`config.mk`:
```
export PLATFORM = sky130hd
export DESIGN_NAME = ysyx_22050612_ifu
export DESIGN_NICKNAME = d
export VERILOG_FILES = /design/src/rtl/ysyx_22050612_ifu_pkg.sv /design/src/rtl/ysyx_22050612_ifu.sv
export SDC_FILE = /design/constraint.sdc
export NUM_CORES = 1
export LEC_CHECK = 0
export ABC_AREA = 1
export CORE_AREA = 2 2 141 143
export DETAILED_ROUTE_END_ITERATION = 7
export DIE_AREA = 0 0 143 145
export GPL_ROUTABILITY_DRIVEN = 0
export PLACE_DENSITY = 0.76
export REMOVE_ABC_BUFFERS = 1
export SYNTH_ARGS = -nofsm -noshare
export SYNTH_HDL_FRONTEND = slang
export SYNTH_SLANG_ARGS = --single-unit
```
`constraint.sdc`:
```
create_clock -name clk -period 6.1 [get_ports clk]
set_input_delay 0.61 -clock clk [delete_from_list [all_inputs] [get_ports clk]]
set_output_delay 0.61 -clock clk [all_outputs]
set_load 0.05 [all_outputs]
```
`src/rtl/ysyx_22050612_ifu_pkg.sv`:
```
// ysyx_22050612_ifu_pkg: shared FSM states and constants for the instruction fetch unit
package ysyx_22050612_ifu_pkg;
  typedef enum logic [1:0] {
    FETCH    = 2'd0,
    WAIT_RSP = 2'd1,
    VALID    = 2'd2,
    WAIT_PC  = 2'd3
  } ifu_state_e;
  localparam logic [63:0] RESET_PC_DEF = 64'h8000_0000;
  localparam logic [31:0] NOP = 32'h0000_0013;
endpackage

```
`src/rtl/ysyx_22050612_ifu.sv`:
```
// ysyx_22050612_ifu: non-pipelined fetch, one instruction per dnpc over a 64-bit request/response bus
module ysyx_22050612_ifu
  import ysyx_22050612_ifu_pkg::*;
#(
  parameter int ADDR_W = 64,
  parameter logic [ADDR_W-1:0] RESET_PC = ADDR_W'(RESET_PC_DEF)
) (
  input  logic              clk,
  input  logic              rst,
  output logic              mem_req_valid,
  output logic [ADDR_W-1:0] mem_req_addr,
  input  logic              mem_req_ready,
  input  logic              mem_rsp_valid,
  input  logic [63:0]       mem_rsp_data,
  input  logic              mem_rsp_err,
  output logic              inst_valid,
  input  logic              inst_ready,
  output logic [31:0]       inst,
  output logic [ADDR_W-1:0] inst_pc,
  output logic              inst_fault,
  input  logic              dnpc_valid,
  input  logic [ADDR_W-1:0] dnpc,
  output logic [ADDR_W-1:0] pc
);
  ifu_state_e        r_state, w_next;
  logic [ADDR_W-1:0] r_pc, w_pc_next, r_inst_pc;
  logic [31:0]       r_inst, w_inst_d;
  logic              r_fault, w_fault_d, w_load, r_req_valid, w_mis;
  assign w_mis = r_pc[1:0] != 2'b00;
  always_comb begin
    w_next    = r_state;
    w_pc_next = r_pc;
    w_load    = 1'b0;
    w_inst_d  = NOP;
    w_fault_d = 1'b0;
    unique case (r_state)
      FETCH: begin
        if (w_mis) begin
          w_next    = VALID;
          w_load    = 1'b1;
          w_fault_d = 1'b1;
        end else if (r_req_valid && mem_req_ready) w_next = WAIT_RSP;
      end
      WAIT_RSP: begin
        if (mem_rsp_valid) begin
          w_next    = VALID;
          w_load    = 1'b1;
          w_fault_d = mem_rsp_err;
          w_inst_d  = mem_rsp_err ? NOP : (r_pc[2] ? mem_rsp_data[63:32] : mem_rsp_data[31:0]);
        end
      end
      VALID: begin
        if (inst_ready) begin
          w_next    = dnpc_valid ? FETCH : WAIT_PC;
          w_pc_next = dnpc_valid ? dnpc : r_pc;
        end
      end
      WAIT_PC: begin
        if (dnpc_valid) begin
          w_next    = FETCH;
          w_pc_next = dnpc;
        end
      end
      default: w_next = FETCH;
    endcase
  end
  // request valid is registered off the next pc so it never rises for a misaligned target
  always_ff @(posedge clk or posedge rst) begin
    if (rst) begin
      r_state     <= FETCH;
      r_pc        <= RESET_PC;
      r_req_valid <= 1'b0;
      r_inst      <= NOP;
      r_inst_pc   <= RESET_PC;
      r_fault     <= 1'b0;
    end else begin
      r_state     <= w_next;
      r_pc        <= w_pc_next;
      r_req_valid <= (w_next == FETCH) && (w_pc_next[1:0] == 2'b00);
      if (w_load) begin
        r_inst    <= w_inst_d;
        r_inst_pc <= r_pc;
        r_fault   <= w_fault_d;
      end
    end
  end
  assign mem_req_valid = r_req_valid;
  assign mem_req_addr  = {r_pc[ADDR_W-1:3], 3'b000};
  assign inst_valid    = r_state == VALID;
  assign inst          = r_inst;
  assign inst_pc       = r_inst_pc;
  assign inst_fault    = r_fault;
  assign pc            = r_pc;
endmodule

```
After elaboration in Yosys (flattened, before gate mapping) --
Index checks and enable logic that the tools add are counted.
Storage, ports and cells: register bits after elaboration 164, input port bits 135, output and inout port bits 227, logic and storage cells 38
Cells by class: eq/ne operators 4, multiplexer cells 19, reduce and logical (&&, ||, !) cells 8
Operator list (count):
- two-way mux 32 bit | 4
- two-way mux 64 bit | 2
- one-hot mux 64 bit (2 select lines) | 1
- two-way mux 2 bit | 6
- one-hot mux 2 bit (4 select lines) | 1
- logical NOT 2 bit | 3
- == test 2 bit, second input constant | 2
- one-hot mux 1 bit (2 select lines) | 2
- nonzero test 2 bit | 2
- two-way mux 1 bit | 3
- == test 2 x 1 -> 1 bit, second input constant | 1
- logical AND 1 bit | 2
- != test 2 x 1 -> 1 bit, second input constant | 1
- AND reduction 2 bit | 1

Logic depth before layout (Yosys ltp) --
Gate-level depths: netlist of run 1.
word-level depth 6, gate-level depth with buffers 9, mapped depth without buffers 7

Worst setup path before layout of run 1 --
Ideal clock, no wire load.
path kind reg2reg, start register r_pc[0], in the netlist pc[0], end register r_inst_pc[16], in the netlist inst_pc[16], setup time 0.119 ns, arrival time 1.478 ns, data required time 5.981 ns, setup slack 4.502 ns, cell stages (with the launch flop) 10, path buffers 2, period minus slack after synthesis 1.598 ns, path through dfrtp_1 inv_1 nand2_1 nand2_1 nand2_2 inv_2 buf_4 buf_2 nand2_1 nand2_1
On the way: word-level cells in the longest chain between the ends 3
Ends and longest elaborated chain:
- start: declaration | line ysyx_22050612_ifu.sv:26 | logic [ADDR_W-1:0] r_pc, w_pc_next, r_inst_pc;
- start signal: assignment | line ysyx_22050612_ifu.sv:78 | r_pc <= w_pc_next;
- nonzero test 2 bit | line ysyx_22050612_ifu.sv:29 | assign w_mis = r_pc[1:0] != 2'b00;
- two-way mux 1 bit | line ysyx_22050612_ifu.sv:38 | if (w_mis) begin
- one-hot mux 1 bit (2 select lines) | line ysyx_22050612_ifu.sv:36 | unique case (r_state)
- end signal: assignment | line ysyx_22050612_ifu.sv:82 | r_inst_pc <= r_pc;
- end: declaration | line ysyx_22050612_ifu.sv:26
No other way between the ends. A chain may end at the register's enable or synchronous reset.

Final worst setup path of run 1 --
start register r_state[1], end output inst_valid
On the way: word-level cells in the longest chain between the ends 1
Ends and longest elaborated chain:
- start: declaration | line ysyx_22050612_ifu.sv:25 | ifu_state_e r_state, w_next;
- start signal: assignment | line ysyx_22050612_ifu.sv:77 | r_state <= w_next;
- == test 2 bit | line ysyx_22050612_ifu.sv:89 | assign inst_valid = r_state == VALID;
- end: declaration | line ysyx_22050612_ifu.sv:16 | output logic inst_valid,
No other way between the ends.

==> results of run 1 <==
per-layer routing:
metal  up-vias  global-route usage  share of wire
li1       3042                   -              -
met1      2966               0.236           0.39
met2       251               0.359           0.50
met3        20              0.0653          0.093
met4         0              0.0683          0.019
met5         -                   0              0
flip-flops by register name (all words and copies together) (netlist names):
register       flops
inst_pc           64
pc                64
inst              32
r_state            2
inst_fault         1
mem_req_valid      1
area by class of cell:
class                      count  area (um2)
clock inverter                14         134
timing repair buffer         365        3640
clock buffer                  18         439
tap                          265         332
inverter                      17        70.1
fill                        1698        8180
multi-input combinational    523        2300
sequential                   164        4110
metrics by stage:
stage / instance area [um2] / worst slack [ns] / std cells
3_3_place_gp: 10500 / 3.36 / 1334
4_1_cts: 11000 / 2.99 / 1366
5_1_grt: 11000 / 2.89 / 1366
3_5_place_dp: 10500 / 3.28 / 1334
6_report: 11000 / 3.03 / 1366
2_1_floorplan: 6470 / 1.06 / 704
Yosys cell counts, drive strengths merged:
master / instances / area share
buf: 91 / 0.086
mux2i: 29 / 0.041
nand3: 66 / 0.047
o21ai: 37 / 0.026
nand3b: 1 / 0.0011
dfrtp: 159 / 0.56
conb: 1 / 0.00053
a21oi: 5 / 0.0035
clkbuf: 16 / 0.0084
nand2: 358 / 0.19
nor2: 24 / 0.014
inv: 17 / 0.0089
dfstp: 5 / 0.018
logic make-up (layout without fill, tap and decap cells):
group	count (synthesis)	after routing	share of synthesized area
simple gates	449	449	0.251
flops	164	164	0.576
buf+inv	124	414	0.103
compound gates	42	42	0.0294
mux	29	29	0.0406
other cells	1	3	0.000525
worst paths after layout:
path / startpoint / endpoint / slack (ns)
max: r_state[1] / inst_valid / 3.03
min: inst_pc[31] / inst_pc[31] / 0.47
max reg2reg: r_state[1] / inst_pc[1] / 3.46
min reg2reg: inst_pc[31] / inst_pc[31] / 0.47
min in group asynchronous: rst / inst_pc[4] / 0.71
max in group asynchronous: rst / r_state[1] / 4.30
worst reg2reg max path: cells and delay by family (launching register included):
family	cells	cell delay, ns
buffers and inverters	4	1.79
DFF	1	0.34
and+or+nand+nor	2	0.19
AOI/OAI and AO/OA	1	0.18
==> impl_metrics.ini, run 1 <==
[timing]
fmax_mhz = 326
finalSetupTns_ns = 0
post-route-min-period_ns = 3.07
timing.slew.headroom = 0.381
finalClockSkew_ns = 0.0160
final_hold_viol_count = 0
final_max_slew_viol_count = 0
setup_viol = 0
worst_slew_pin_slew_ns = 0.928
rsz0062_at_grt = false
final_min_period_over_clock_period = 0.504
hold_ws_ns = 0.467

[setup_path]
crit_required_ns = 5.49
setup.worst_path.start_class = register
cp.arrival_ns = 2.46
critPathKind = register to output port
wp_depth = 4
crit_chain = buf_4 > nand2_1 > inv_1 > clkdlybuf4s50_1
crit_path_max_incr_delay_ns = 0.81
critical-path-slowest-cell = sky130_fd_sc_hd__clkdlybuf4s50_1
cp.buffers_inverters = 3
critical_path_peak_fanout = 68
crit_path_end_kind = output port
timing.critical_path.max_delay_family = buffers and inverters
worst_r2r_path_depth = 7

[die]
die_outline_area_um2 = 20700
count_of_boundary_i_o_pins = 362
placementRows = 51
die_width_um = 143
initial_utilization = 0.372
dieHeight_um = 145
core_region_area_um2 = 19200

[global_route]
globalRouteTotalUtil = 0.206
grt_antenna_before_repair = 0
grt_start_max_net_pins = 85
grt_first_pass_wirelength_um = 33400
grt_pass1_vias = 6281
overflow = 0

[min_path]
hold_path_depth = 2
timing.hold.worst.class = register to register

[route]
drt_iter0_markers = 340
first_pass_iters = 5
avgViaCountPerCell = 4.60
ant_nets = 0
overall_via_count_from_detail_route = 6279
finalWirelength_um = 21700
wire_per_inst_um = 15.9
post-route-drc-count = 0

[placed_design]
hpwlAfterDp_um = 15000
io_buffers = 358

[run_status]
status = finished clean

[yosys]
ys_seq_area_frac = 0.576
ys_seq_elements = 164
postSynthAreaPerCell_um2 = 8.83
synth_cells = 809
ys_warn_count = 0
synth_cell_type_count = 21
synthesis.area_um2 = 7140

[clocking]
numCtsBuffers = 17
cts.htree.levels = 4
cts_root_buf = sky130_fd_sc_hd__clkbuf_16
clock_latency_late_sink_ns = 0.42
cts_sinks = 164
postCtsHoldBufs = 0
clock_tree_from_tritoncts = done
cts.clk_slew.worst_paths_ns = 0.07
ctsLongestPathBuffers = 2
cts-resized-gates = 0
cts_setup_buffers = 0

[final_layout]
area.growth.synth_to_final_pct = 54.4
layout.cells.most_common_list = sky130_fd_sc_hd__clkdlybuf4s50_1, sky130_fd_sc_hd__nand2_1, sky130_fd_sc_hd__dfrtp_1, sky130_fd_sc_hd__nand3_1, sky130_fd_sc_hd__o21ai_0
n_antenna_cell = 0
final_core_util = 0.574
drive_above_1_share = 0.0490
nNetsFinal = 1223
most_common_library_cell_in_the_layout_ignoring_fill_and_taps = sky130_fd_sc_hd__clkdlybuf4s50_1

[flow_run]
drv_cap = 0
Power of run 1 is not shown: default switching activity piles up to over one toggle a cycle in this logic, so the estimate is an artifact.
==> run 2: changes to the inputs <==
==> constraint.sdc (replaced) <==
create_clock -name clk -period 2.9 [get_ports clk]
set_input_delay 0.29 -clock clk [delete_from_list [all_inputs] [get_ports clk]]
set_output_delay 0.29 -clock clk [all_outputs]
set_load 0.05 [all_outputs]
==> impl_metrics.ini, run 2 (same netlist as run 1, synthesis figures left out) <==
[placed_design]
io_buffers = 358
dp_cells = 1342
hpwlAfterDp_um = 15600

[final_layout]
n_antenna_cell = 0
drive_above_1_share = 0.0550
post_layout_nonfiller_instances = 1374
most_common_library_cell_in_the_layout_ignoring_fill_and_taps = sky130_fd_sc_hd__clkdlybuf4s50_1
nNetsFinal = 1231
area.growth.synth_to_final_pct = 55.4
layout.cells.most_common_list = sky130_fd_sc_hd__clkdlybuf4s50_1, sky130_fd_sc_hd__nand2_1, sky130_fd_sc_hd__dfrtp_1, sky130_fd_sc_hd__nand3_1, sky130_fd_sc_hd__o21ai_0
final_core_util = 0.578

[min_path]
timing.hold.worst.class = input pin to async pin

[setup_path]
crit_path_end_kind = output port
critPathKind = register to output port
critical_path_peak_fanout = 6
cp.arrival_ns = 1.96
worst_r2r_path_depth = 8
r2r-end = inst[30]
critical_path.reg2reg.startpoint = pc[1]
setup.worst_path.start_class = register
crit_required_ns = 2.61
timing.reg2reg.setup_slack_ns = 1.23

[die]
die_width_um = 143
dieHeight_um = 145
placementRows = 51
count_of_boundary_i_o_pins = 362
initial_utilization = 0.372
die_outline_area_um2 = 20700
core_region_area_um2 = 19200

[clocking]
cts_sinks = 164
cts_root_buf = sky130_fd_sc_hd__clkbuf_16
cts_setup_buffers = 0
clock_latency_late_sink_ns = 0.42
ctsLongestPathBuffers = 2
cts-resized-gates = 0
clock_tree_from_tritoncts = done
cts.htree.levels = 4
postCtsHoldBufs = 0
numCtsBuffers = 17
cts.clk_slew.worst_paths_ns = 0.07

[timing]
final_hold_viol_count = 0
fmax_mhz = 444
post-route-min-period_ns = 2.25
finalClockSkew_ns = 0.00910
timing.slew.headroom = 0.498
final_min_period_over_clock_period = 0.776
final_max_slew_viol_count = 0
rsz0062_at_grt = false
setup_viol = 0
worst_slew_pin_slew_ns = 0.752

[route]
ant_nets = 0
overall_via_count_from_detail_route = 6286
first_pass_iters = 4
post-route-drc-count = 0
finalWirelength_um = 21500
drt_iter0_markers = 275
wire_per_inst_um = 15.7
avgViaCountPerCell = 4.57

[global_route]
globalRouteTotalUtil = 0.206
grt_start_max_net_pins = 68
grt_first_pass_wirelength_um = 33500
overflow = 0
grt_pass1_vias = 6294
grt_antenna_before_repair = 0

[run_status]
status = finished clean

[flow_run]
drv_cap = 0
## run 2: final cells by class
type,count,area (um2)
Fill cell,1693,8110
Sequential cell,164,4110
Timing Repair Buffer,373,3720
Multi-Input combinational cell,523,2300
Clock buffer,19,443
Tap cell,265,332
Clock inverter,13,115
Inverter,17,70.1
## run 2: how the worst max path moves through the flow
stage | to | slack (ns) | startpoint
after floorplan | inst[10] | -1.82 | rst
final | inst_valid | 0.65 | r_state[0]
after global routing | inst_valid | 0.57 | r_state[0]
after CTS | inst_valid | 0.65 | r_state[0]
after global placement | mem_req_valid | 1.06 | dnpc_valid
after detailed placement | mem_req_valid | 1.05 | dnpc_valid
## run 2: worst max-delay path: stages (launching register included)
cell and delay [ns]:
sky130_fd_sc_hd__dfrtp_1 0.46, sky130_fd_sc_hd__inv_1 0.12, sky130_fd_sc_hd__nand2_1 0.10, sky130_fd_sc_hd__inv_1 0.07, sky130_fd_sc_hd__clkdlybuf4s50_1 0.80
## run 2: metal layers
layer | global-route usage | vias to the layer above | share of wire
met2 | 0.363 | 257 | 0.50
met5 | 0 | - | 0
met3 | 0.0581 | 29 | 0.088
met1 | 0.234 | 2955 | 0.39
li1 | - | 3045 | -
met4 | 0.0748 | 0 | 0.023
## run 2: per-stage QoR
stage / setup WS, ns / area [um2] / setup TNS [ns] / hold WS, ns
2_1_floorplan: -1.82 / 6470 / -328.88 / 0.405
3_3_place_gp: 1.06 / 10500 / 0 / 0.449
3_5_place_dp: 1.05 / 10500 / 0 / 0.453
4_1_cts: 0.646 / 11100 / 0 / 0.331
5_1_grt: 0.568 / 11100 / 0 / 0.373
6_report: 0.648 / 11100 / 0 / 0.313
Power of run 2 is left out for the same reason.
==> run 3: changes to the inputs <==
==> constraint.sdc (replaced) <==
create_clock -name clk -period 2.4 [get_ports clk]
set_input_delay 0.24 -clock clk [delete_from_list [all_inputs] [get_ports clk]]
set_output_delay 0.24 -clock clk [all_outputs]
set_load 0.05 [all_outputs]
==> impl_metrics.ini, run 3 (same netlist as run 1, synthesis figures left out) <==
[global_route]
grt_pass1_vias = 6281
globalRouteTotalUtil = 0.204
overflow = 0
grt_first_pass_wirelength_um = 33200
grt_start_max_net_pins = 90
grt_antenna_before_repair = 0

[run_status]
status = finished clean

[final_layout]
nNetsFinal = 1232
n_antenna_cell = 0
most_common_library_cell_in_the_layout_ignoring_fill_and_taps = sky130_fd_sc_hd__clkdlybuf4s50_1
drive_above_1_share = 0.0559
final_core_util = 0.581
area.growth.synth_to_final_pct = 56.3
layout.cells.most_common_list = sky130_fd_sc_hd__clkdlybuf4s50_1, sky130_fd_sc_hd__nand2_1, sky130_fd_sc_hd__dfrtp_1, sky130_fd_sc_hd__nand3_1, sky130_fd_sc_hd__o21ai_0

[clocking]
numCtsBuffers = 17
ctsLongestPathBuffers = 2
clock_latency_late_sink_ns = 0.41
cts.clk_slew.worst_paths_ns = 0.07
cts.htree.levels = 4
cts_root_buf = sky130_fd_sc_hd__clkbuf_16
cts_sinks = 164
cts_setup_buffers = 0
cts-resized-gates = 0
postCtsHoldBufs = 0
clock_tree_from_tritoncts = done

[timing]
post-route-min-period_ns = 2.14
final_min_period_over_clock_period = 0.893
worst_slew_pin_slew_ns = 0.740
rsz0062_at_grt = false
fmax_mhz = 467
timing.slew.headroom = 0.506
final_hold_viol_count = 0
setup_viol = 0
final_max_slew_viol_count = 0
finalClockSkew_ns = 0.0118

[route]
first_pass_iters = 6
met3_wirelength_um = 2020
finalWirelength_um = 21400
drt-met1-wl_um = 8350
overall_via_count_from_detail_route = 6278
post-route-drc-count = 0
ant_nets = 0
drt_iter0_markers = 317
wire_per_inst_um = 15.5
topRoutingLayerUsed = met4
detailroute.wirelength.met2_um = 10500
avgViaCountPerCell = 4.57

[placed_design]
hpwlAfterDp_um = 15400
io_buffers = 358

[min_path]
timing.hold.worst.class = input pin to async pin

[die]
die_outline_area_um2 = 20700
die_width_um = 143
core_region_area_um2 = 19200
dieHeight_um = 145
placementRows = 51
initial_utilization = 0.372
count_of_boundary_i_o_pins = 362

[setup_path]
setup.worst_path.start_class = register
critPathKind = register to output port
cp.arrival_ns = 1.90
critical_path_peak_fanout = 6
crit_required_ns = 2.16
crit_path_end_kind = output port

[flow_run]
drv_cap = 0
run 3: changes by cell type in the layout (fill, tap and decap cells not counted):
cell,delta
sky130_fd_sc_hd__clkinv_2,+2
sky130_fd_sc_hd__inv_8,-1
sky130_fd_sc_hd__bufinv_16,+2
sky130_fd_sc_hd__clkbuf_1,+1
sky130_fd_sc_hd__buf_12,+3
sky130_fd_sc_hd__clkdlybuf4s50_1,-1
sky130_fd_sc_hd__inv_6,+1
sky130_fd_sc_hd__clkbuf_8,-1
sky130_fd_sc_hd__clkinv_4,-4
sky130_fd_sc_hd__buf_4,-1
run 3: worst max-delay path, cell delays in order (launching register included):
cell and delay, ns:
sky130_fd_sc_hd__dfrtp_1 0.45, sky130_fd_sc_hd__inv_1 0.10, sky130_fd_sc_hd__nand2_1 0.08, sky130_fd_sc_hd__inv_1 0.06, sky130_fd_sc_hd__clkdlybuf4s50_1 0.80
run 3: path summary, 6_finish.rpt:
| path | from | endpoint | slack [ns] | cells after the start |
|---|---|---|---|---|
| setup / recovery | r_state[0] | inst_valid | 0.26 | 4 |
| hold / removal | rst | inst_pc[57] | 0.24 | 2 |
| setup reg to reg | pc[0] | inst_pc[31] | 0.78 | 9 |
| hold reg to reg | inst_pc[5] | inst_pc[5] | 0.47 | 2 |
| max in group asynchronous | rst | inst[4] | 1.46 | 3 |
| min in group clk | dnpc[31] | pc[31] | 0.36 | 3 |
run 3: per-layer routing:
layer  up-vias  global-route usage
met5         -                   0
met4         0              0.0658
met3        28              0.0683
met2       261               0.351
met1      2934               0.238
li1       3055                   -
run 3: metrics by stage:
| step | std cells | hold slack, ns | cell area, um2 | TNS [ns] | setup WS, ns |
|---|---|---|---|---|---|
| floorplan | 704 | 0.355 | 6470 | -480.84 | -2.27 |
| global placement | 1343 | 0.451 | 10600 | 0 | 0.598 |
| detailed placement | 1343 | 0.457 | 10600 | 0 | 0.569 |
| CTS | 1375 | 0.244 | 11200 | 0 | 0.246 |
| global route | 1375 | 0.273 | 11200 | 0 | 0.174 |
| finish | 1375 | 0.244 | 11200 | 0 | 0.257 |
run 3: area by class of cell:
class	count	area, um2
tap	265	332
clock buffer	19	433
clock inverter	13	148
sequential	164	4110
timing repair buffer	374	3760
inverter	17	70.1
multi-input combinational	523	2300
fill	1702	8050
Power of run 3 is left out for the same reason.
